### config.mk
export PLATFORM = sky130hd
export DESIGN_NAME = seq_detector_prog
export DESIGN_NICKNAME = d
export VERILOG_FILES = /design/src/rtl/seq_det_pkg.sv /design/src/rtl/seq_det_window.sv /design/src/rtl/seq_detector_prog.sv
export SDC_FILE = /design/constraint.sdc
export NUM_CORES = 1
export LEC_CHECK = 0
export BUFFER_PORTS_ARGS = -buffer_cell sky130_fd_sc_hd__clkbuf_2
export CAP_MARGIN = 20
export CORE_UTILIZATION = 35
export DETAILED_ROUTE_END_ITERATION = 10
export GPL_TIMING_DRIVEN = 0
export SKIP_CTS_REPAIR_TIMING = 1
export SYNTH_ARGS = -nofsm -noshare
export SYNTH_HDL_FRONTEND = slang
export SYNTH_SLANG_ARGS = --single-unit
### constraint.sdc
create_clock -name clk -period 7.8 [get_ports clk]
set_input_delay 0.78 -clock clk [delete_from_list [all_inputs] [get_ports clk]]
set_output_delay 0.78 -clock clk [all_outputs]
set_load 0.02 [all_outputs]
### src/rtl/seq_det_pkg.sv
// Shared constants and helpers for the programmable sequence detector.
// Holds length-field sizing, reset-default pattern and mode encodings.
// No logic; imported by the window and top modules.
package seq_det_pkg;

  // Width needed to hold a length value in the range 0..max_len.
  function automatic int len_w(input int max_len);
    return $clog2(max_len + 1);
  endfunction

  // Pattern 101111, right-aligned, loaded at reset.
  localparam logic [7:0] DEF_PATTERN_C = 8'b0010_1111;
  localparam int         DEF_LEN_C     = 6;

  // Overlap mode encodings.
  localparam logic OVL_OFF = 1'b0;
  localparam logic OVL_ON  = 1'b1;

  // Output timing encodings.
  localparam logic OUT_MEALY = 1'b0;
  localparam logic OUT_MOORE = 1'b1;

endpackage

### src/rtl/seq_det_window.sv
// History window of the most recent stream bits, with fill tracking and masked pattern compare.
// hit_o is combinational in the cycle of the final pattern bit; state updates on the next edge.
// No backpressure: invalid cycles hold state, clear_i wipes history and masks hit_o.
module seq_det_window
  import seq_det_pkg::*;
#(
  parameter int MAX_LEN = 8,
  localparam int LEN_W  = len_w(MAX_LEN)
) (
  input  logic               clk,
  input  logic               rst,
  input  logic               in_valid_i,
  input  logic               x_i,
  input  logic               clear_i,
  input  logic [MAX_LEN-1:0] pattern_i,
  input  logic [LEN_W-1:0]   len_i,
  input  logic               overlap_i,
  output logic               hit_o
);

  // Only MAX_LEN-1 past bits are needed: the current bit completes the window.
  logic [MAX_LEN-2:0] hist_q, hist_d;
  logic [LEN_W-1:0]   fill_q, fill_d;
  logic [MAX_LEN-1:0] window;
  logic [MAX_LEN-1:0] mask;

  // Build the newest-at-bit-0 window and the low-len mask, then compare.
  always_comb begin
    window = {hist_q, x_i};
    mask   = '0;
    for (int i = 0; i < MAX_LEN; i++) begin
      mask[i] = (LEN_W'(i) < len_i);
    end
    hit_o = in_valid_i && !clear_i && (len_i != '0) &&
            (fill_q >= len_i - LEN_W'(1)) &&
            ((window & mask) == (pattern_i & mask));
  end

  // Shift in valid bits; fill restarts after a hit when matches may not overlap.
  always_comb begin
    hist_d = hist_q;
    fill_d = fill_q;
    if (clear_i) begin
      hist_d = '0;
      fill_d = '0;
    end else if (in_valid_i) begin
      hist_d = window[MAX_LEN-2:0];
      if (hit_o && (overlap_i == OVL_OFF)) begin
        fill_d = '0;
      end else if (fill_q != LEN_W'(MAX_LEN)) begin
        fill_d = fill_q + LEN_W'(1);
      end
    end
  end

  // History and fill registers.
  always_ff @(posedge clk or posedge rst) begin
    if (rst) begin
      hist_q <= '0;
      fill_q <= '0;
    end else begin
      hist_q <= hist_d;
      fill_q <= fill_d;
    end
  end

endmodule

### src/rtl/seq_detector_prog.sv
// Runtime-programmable serial pattern detector with saturating match counter.
// z: 0 cycles after final bit (Mealy) or 1 cycle (Moore); match_count lags the hit by 1 cycle.
// No backpressure: in_valid qualifies bits, bubbles hold state, cfg_load discards its bit.
module seq_detector_prog
  import seq_det_pkg::*;
#(
  parameter int                 MAX_LEN     = 8,
  parameter int                 CNT_W       = 16,
  parameter logic [MAX_LEN-1:0] DEF_PATTERN = DEF_PATTERN_C,
  parameter int                 DEF_LEN     = DEF_LEN_C,
  parameter logic               DEF_OVERLAP = OVL_ON,
  parameter logic               DEF_MOORE   = OUT_MOORE,
  localparam int                LEN_W       = len_w(MAX_LEN)
) (
  input  logic               clk,
  input  logic               rst,
  input  logic               in_valid,
  input  logic               x,
  input  logic               cfg_load,
  input  logic [MAX_LEN-1:0] cfg_pattern,
  input  logic [LEN_W-1:0]   cfg_len,
  input  logic               cfg_overlap,
  input  logic               cfg_moore,
  input  logic               cnt_clr,
  output logic               z,
  output logic [CNT_W-1:0]   match_count
);

  logic [MAX_LEN-1:0] pattern_q, pattern_d;
  logic [LEN_W-1:0]   len_q, len_d;
  logic               overlap_q, overlap_d;
  logic               moore_q, moore_d;
  logic               z_q, z_d;
  logic [CNT_W-1:0]   cnt_q, cnt_d;
  logic               hit;

  seq_det_window #(
    .MAX_LEN (MAX_LEN)
  ) u_window (
    .clk        (clk),
    .rst        (rst),
    .in_valid_i (in_valid),
    .x_i        (x),
    .clear_i    (cfg_load),
    .pattern_i  (pattern_q),
    .len_i      (len_q),
    .overlap_i  (overlap_q),
    .hit_o      (hit)
  );

  // Config next-state: load on cfg_load, clamping over-long lengths to MAX_LEN.
  always_comb begin
    pattern_d = pattern_q;
    len_d     = len_q;
    overlap_d = overlap_q;
    moore_d   = moore_q;
    if (cfg_load) begin
      pattern_d = cfg_pattern;
      len_d     = (cfg_len > LEN_W'(MAX_LEN)) ? LEN_W'(MAX_LEN) : cfg_len;
      overlap_d = cfg_overlap;
      moore_d   = cfg_moore;
    end
  end

  // Registered hit and saturating counter; clear beats a coincident hit.
  always_comb begin
    z_d   = cfg_load ? 1'b0 : hit;
    cnt_d = cnt_q;
    if (cnt_clr) begin
      cnt_d = '0;
    end else if (hit && (cnt_q != '1)) begin
      cnt_d = cnt_q + CNT_W'(1);
    end
  end

  // Config, Moore output and counter registers.
  always_ff @(posedge clk or posedge rst) begin
    if (rst) begin
      pattern_q <= DEF_PATTERN;
      len_q     <= LEN_W'(DEF_LEN);
      overlap_q <= DEF_OVERLAP;
      moore_q   <= DEF_MOORE;
      z_q       <= 1'b0;
      cnt_q     <= '0;
    end else begin
      pattern_q <= pattern_d;
      len_q     <= len_d;
      overlap_q <= overlap_d;
      moore_q   <= moore_d;
      z_q       <= z_d;
      cnt_q     <= cnt_d;
    end
  end

  assign z           = (moore_q == OUT_MOORE) ? z_q : hit;
  assign match_count = cnt_q;

endmodule

Yosys cells after proc, flatten, opt, wreduce, memory -nomap -nowiden --
Index checks and enable logic that the tools add are counted.
Word-level totals: register bits 42, input bits 20, output and inout bits 17, logic and storage cells 50
Operators by class: add/subtract/negate cells 3, order comparisons 10, eq/ne operators 3, muxes and demuxes 11, bitwise operators 3, reductions and logical operators 12
Operator list (number):
- 2-to-1 mux 16 bit | 2
- 2-to-1 mux 4 bit | 5
- adder 16 x 1 -> 16 bit, second input constant | 1
- bitwise AND 8 bit | 2
- < comparator 3 x 4 -> 1 bit, first input constant | 4
- != test 16 bit, second input constant | 1
- 2-to-1 mux 7 bit | 2
- == test 8 bit | 1
- < comparator 1 x 4 -> 1 bit, first input constant | 2
- < comparator 2 x 4 -> 1 bit, first input constant | 2
- logical AND 1 bit | 6
- adder 4 x 1 -> 4 bit, second input constant | 1
- >= comparator 4 bit | 1
- greater-than comparator 4 bit, second input constant | 1
- != test 4 bit, second input constant | 1
- nonzero test 2 bit | 2
- nonzero test 4 bit | 1
- subtractor 4 x 1 -> 4 bit, second input constant | 1
- nonzero test 3 bit | 1
- 2-to-1 mux 1 bit | 2
- AND reduction 2 bit | 1
- zero test 1 bit | 1
- NOT 1 bit | 1

Depth between registers and ports, before layout --
depth after elaboration 9, gate-level depth with buffers 12, depth with buffers taken out 11

Modules after synthesis --
From an unflattened synthesis, not the netlist that was laid out.
Unflattened totals: cell total of the unflattened synthesis 227, area total of the unflattened synthesis 2396.0 sq um
Modules (own cells, without submodules):
- seq_detector_prog | times used 1, cells each 142, area an instance 1512.7 sq um, seq. area each 787.0 sq um
- seq_det_window | times used 1, cells each 85, area an instance 883.3 sq um, seq. area each 275.3 sq um

Least setup slack after synthesis --
No wires, ideal clock.
path kind register -> output, start point register len_q[1], end point output z, arrival time 2535 ps, data required time 7020 ps, slack 4485 ps, stages on the path, launching flop included 12, buffers on the path 2, path through dfstp_2 > inv_1 > ha_1 > xnor2_1 > ha_1 > o21a_1 > o22ai_1 > a2111oi_4 > nand3_2 > buf_6 > buf_2 > o21ai_0
On the way: word-level cells in the longest chain between the ends 5, elaborated cells between the ends (all ways) 18, classes of those cells 1 x add/sub; 9 x order compare; 1 x eq/ne; 1 x mux; 2 x bitwise; 4 x reduce/logical
RTL lines:
- start: declaration | RTL line seq_detector_prog.sv:30 | logic [LEN_W-1:0] len_q, len_d;
- start signal: assignment | RTL line seq_detector_prog.sv:80 | len_q <= LEN_W'(DEF_LEN);
- start signal: assignment | RTL line seq_detector_prog.sv:87 | len_q <= len_d;
- subtractor 4 x 1 -> 4 bit (tied with other cells) | RTL line seq_det_window.sv:35 | (fill_q >= len_i - LEN_W'(1)) &&
- >= comparator 4 bit (tied with other cells) | RTL line seq_det_window.sv:35
- logical AND 1 bit or == test 8 bit (tied branches) | RTL line seq_det_window.sv:34, seq_det_window.sv:36
- logical AND 1 bit * | RTL line seq_det_window.sv:35
- 2-to-1 mux 1 bit * | RTL line seq_detector_prog.sv:95 | assign z = (moore_q == OUT_MOORE) ? z_q : hit;
- end: declaration | RTL line seq_detector_prog.sv:25 | output logic z,
Mark *: on every way between the ends. The rest lies on a longest branch, timed or not.

Worst setup path in the final report --
Ends and elaborated chain as after synthesis.

==> run_results.csv <==
group,metric,value,unit
yosys,async_reset_ff_frac,1.00,
routing,drc,0,
layout,area_growth,16.2,%
placement,hpwl,3870,µm
clock_tree,htreeDepth,2,
layout,multi_input_area,1190,µm²
worst_setup_path,crit_fanout,10,
sta,maxSlewViolCount,0,
clock_tree,worstSkewPairLatency,0.29,ns
worst_setup_path,crit_path_max_incr_delay,0.57,ns
routing,detail_route.vias_per_cell,5.40,
worst_setup_path,crit_chain,"inv_1, ha_1, xnor2_1, ha_1, a2111oi_0, nor3_1, nand3_2, buf_6, buf_2, o21ai_0, clkbuf_2",
worst_setup_path,reg2reg_depth,11,
sta,finClkSkew,0.0125,ns
yosys,syn-cell-area,2370,µm²
worst_setup_path,crit_path_start_kind,"register",
pwr,p_per_area,162,nW/µm²
yosys,syn_nets,265,
job,maxCapViolCount,0,
sta,fin_ws,4.08,ns
worst_setup_path,cp.arrival,2.94,ns
die,die_h,84.2,µm
die,die_area,7090,µm²
global_route,grt_pass1_wl,8980,µm
die,io-pin-count,37,
worst_setup_path,critical_path_class,"register to output pin",
worst_setup_path,critPathSlowestCell,"dfstp_2",
die,die_width,84.2,µm
yosys,synth_cell_types,51,
sta,period_needed,3.72,ns
worst_setup_path,r2r-start,"len_q[1]",
yosys,synth_warnings,0,
yosys,ys_top_cells_by_area,"dfrtp_1, dfstp_2, ha_1",
layout,final_cells,356,
run_status,run_status,"complete, no violations",
yosys,synth_edf_count,0,
sta,totalNegativeSetupSlack,0,ns
worst_setup_path,timing.rr.end,"match_count[14]",
routing,postRouteAntennaNets,0,
yosys,synth_top_area_cell,"dfrtp_1",
clock_tree,cts.sinks,42,
sta,rsz0062_at_grt,"no",
clock_tree,clockRootBuffer,"clkbuf_8",
worst_setup_path,cp-startpoint,"len_q[1]",
yosys,ys.flop_type,"dfrtp_1",
sta,slew_headroom,0.572,
placement,numPlacedInstances,348,
placement,placed_area,2660,µm²
routing,first_pass_iters,4,
global_route,antenna_found_initial,0,
global_route,grt_max_degree,33,
sta,setup_viol,0,
die,start_util,0.368,
global_route,grt_util_all_layers,0.160,
yosys,synth_common_cells,"dfrtp_1, nand2_1, a21oi_1, nor2_1",
clock_tree,cts_buffer_depth,2,
pwr,p_leak,1.19,nW
sta,finalHoldViolCount,0,
yosys,yosysMostFrequentCell,"dfrtp_1",
layout,nFillCells,618,
global_route,grt_pass1_vias,1841,
yosys,ys_seq_elements,42,
placement,place_congestion,0.841,
worst_setup_path,cp-end-kind,"output pin",
yosys,synthCells,235,
placement,pre_cts_ws,4.43,ns
sta,fin_crit_sh,0.477,
layout,nNetsFinal,308,
routing,wl_per_cell,15.0,µm
placement,portBuffers,35,
worst_setup_path,cp.required,7.02,ns
routing,drtIter0Drc,78,
layout,fin_area,2750,µm²
yosys,yosys.area.top_type_share,0.349,
layout,regArea,1060,µm²
layout,drive_gt1_frac,0.269,
clock_tree,cts-buffers-inserted,5,
die,coreArea,6420,µm²
routing,vias,1924,
die,rows,29,
worst_setup_path,crit_end,"z",
sta,max_freq,269,MHz
yosys,synth.avg_cell_area,10.1,µm²
worst_setup_path,r2r_slack,4.96,ns
clock_tree,clkTransAtPathRegs,0.09,ns
yosys,yosysSeqAreaShare,0.449,
clock_tree,cts_tree,"yes",
layout,n_antenna_cell,0,
min_path,holdCritPathClass,"primary input to asynchronous set/reset pin",
global_route,grt_overflow,0,
routing,totalWireLength,5350,µm
worst_setup_path,cp_common_cell,"ha_1",
sta,max_slew.worst_pin.slew,0.642,ns
pwr,ir_worst_vdd,0.0000718,V
## area by class of cell
| cell class | instances | area share |
|---|---|---|
| Clock inverter | 1 | 0.00182 |
| Buffer | 12 | 0.0264 |
| Tap cell | 77 | 0.0350 |
| Timing Repair Buffer | 36 | 0.0710 |
| Multi-Input combinational cell | 170 | 0.433 |
| Sequential cell | 42 | 0.386 |
| Clock buffer | 7 | 0.0314 |
| Inverter | 11 | 0.0150 |
## per-stage QoR
stage               hold slack, ns  total power [mW]  utilization
global route                 0.420             0.467        0.428
finish                       0.402             0.444        0.428
global placement             0.491             0.300        0.411
detailed placement           0.503             0.303        0.414
CTS                          0.399             0.452        0.428
floorplan                    0.468             0.284            -
## flip-flops by register name, indices dropped and copies added (netlist names)
signal	count
pattern_q	8
match_count	16
u_window.hist_q	7
u_window.fill_q	4
moore_q	1
overlap_q	1
len_q	4
z_q	1
## metal layers
metal / share of wire / vias up / GRT usage
met1: 0.50 / 941 / 0.224
met3: 0.031 / 7 / 0.0285
li1: - / 940 / -
met5: 0 / - / 0
met2: 0.46 / 36 / 0.249
met4: 0.011 / 0 / 0.0564
## where the power goes
part	internal, mW	switching (mW)	leakage (nW)
sequential	0.230	0.00743	0.543
combinational	0.0279	0.0332	0.598
clock	0.0715	0.0745	0.0482
total	0.329	0.115	1.19
## worst min-delay path by stage
stage                                 to  slack [ns]  cells past startpoint
after detailed placement       overlap_q        0.50                      2
after global placement         overlap_q        0.49                      2
after CTS                 match_count[2]        0.40                      2
after global routing      match_count[2]        0.42                      2
after floorplan                overlap_q        0.47                      2
final                     match_count[2]        0.40                      2
## cells by family after synthesis
logic type | after synthesis | share of synthesized area
AOI/OAI and AO/OA | 54 | 0.153
xor gates and xnor gates | 11 | 0.0407
adders and majority gates | 10 | 0.0529
buffers and inverters | 23 | 0.0481
DFF | 42 | 0.449
muxes | 16 | 0.0725
and+or+nand+nor | 79 | 0.184
## cell usage in the layout (no fill, tap or decap), types with 3 or more instances in the layout
master	n
o21ai_1	6
dfrtp_1	33
dfstp_2	9
clkbuf_1	5
xnor2_1	10
o41ai_1	5
nand3_1	9
a21oi_1	17
o22ai_1	3
or4_1	5
nor2_1	13
mux2i_1	7
o31ai_1	4
nor3_1	3
nand4b_1	3
ha_1	10
buf_2	4
clkbuf_8	6
inv_1	9
nand2_1	19
mux2_2	9
o21ai_0	8
or3_1	4
buf_6	3
nand4_1	3
clkbuf_2	35
## worst max-delay path, delay by kind of cell, from the launching register on
kind            cells  cell delay [ns]
buf+inv             4             0.61
simple gates        2             0.28
xor+xnor            1             0.15
flops               1             0.57
fa+ha+maj           2             0.44
compound gates      2             0.60
(Power assumes the default switching activity.)
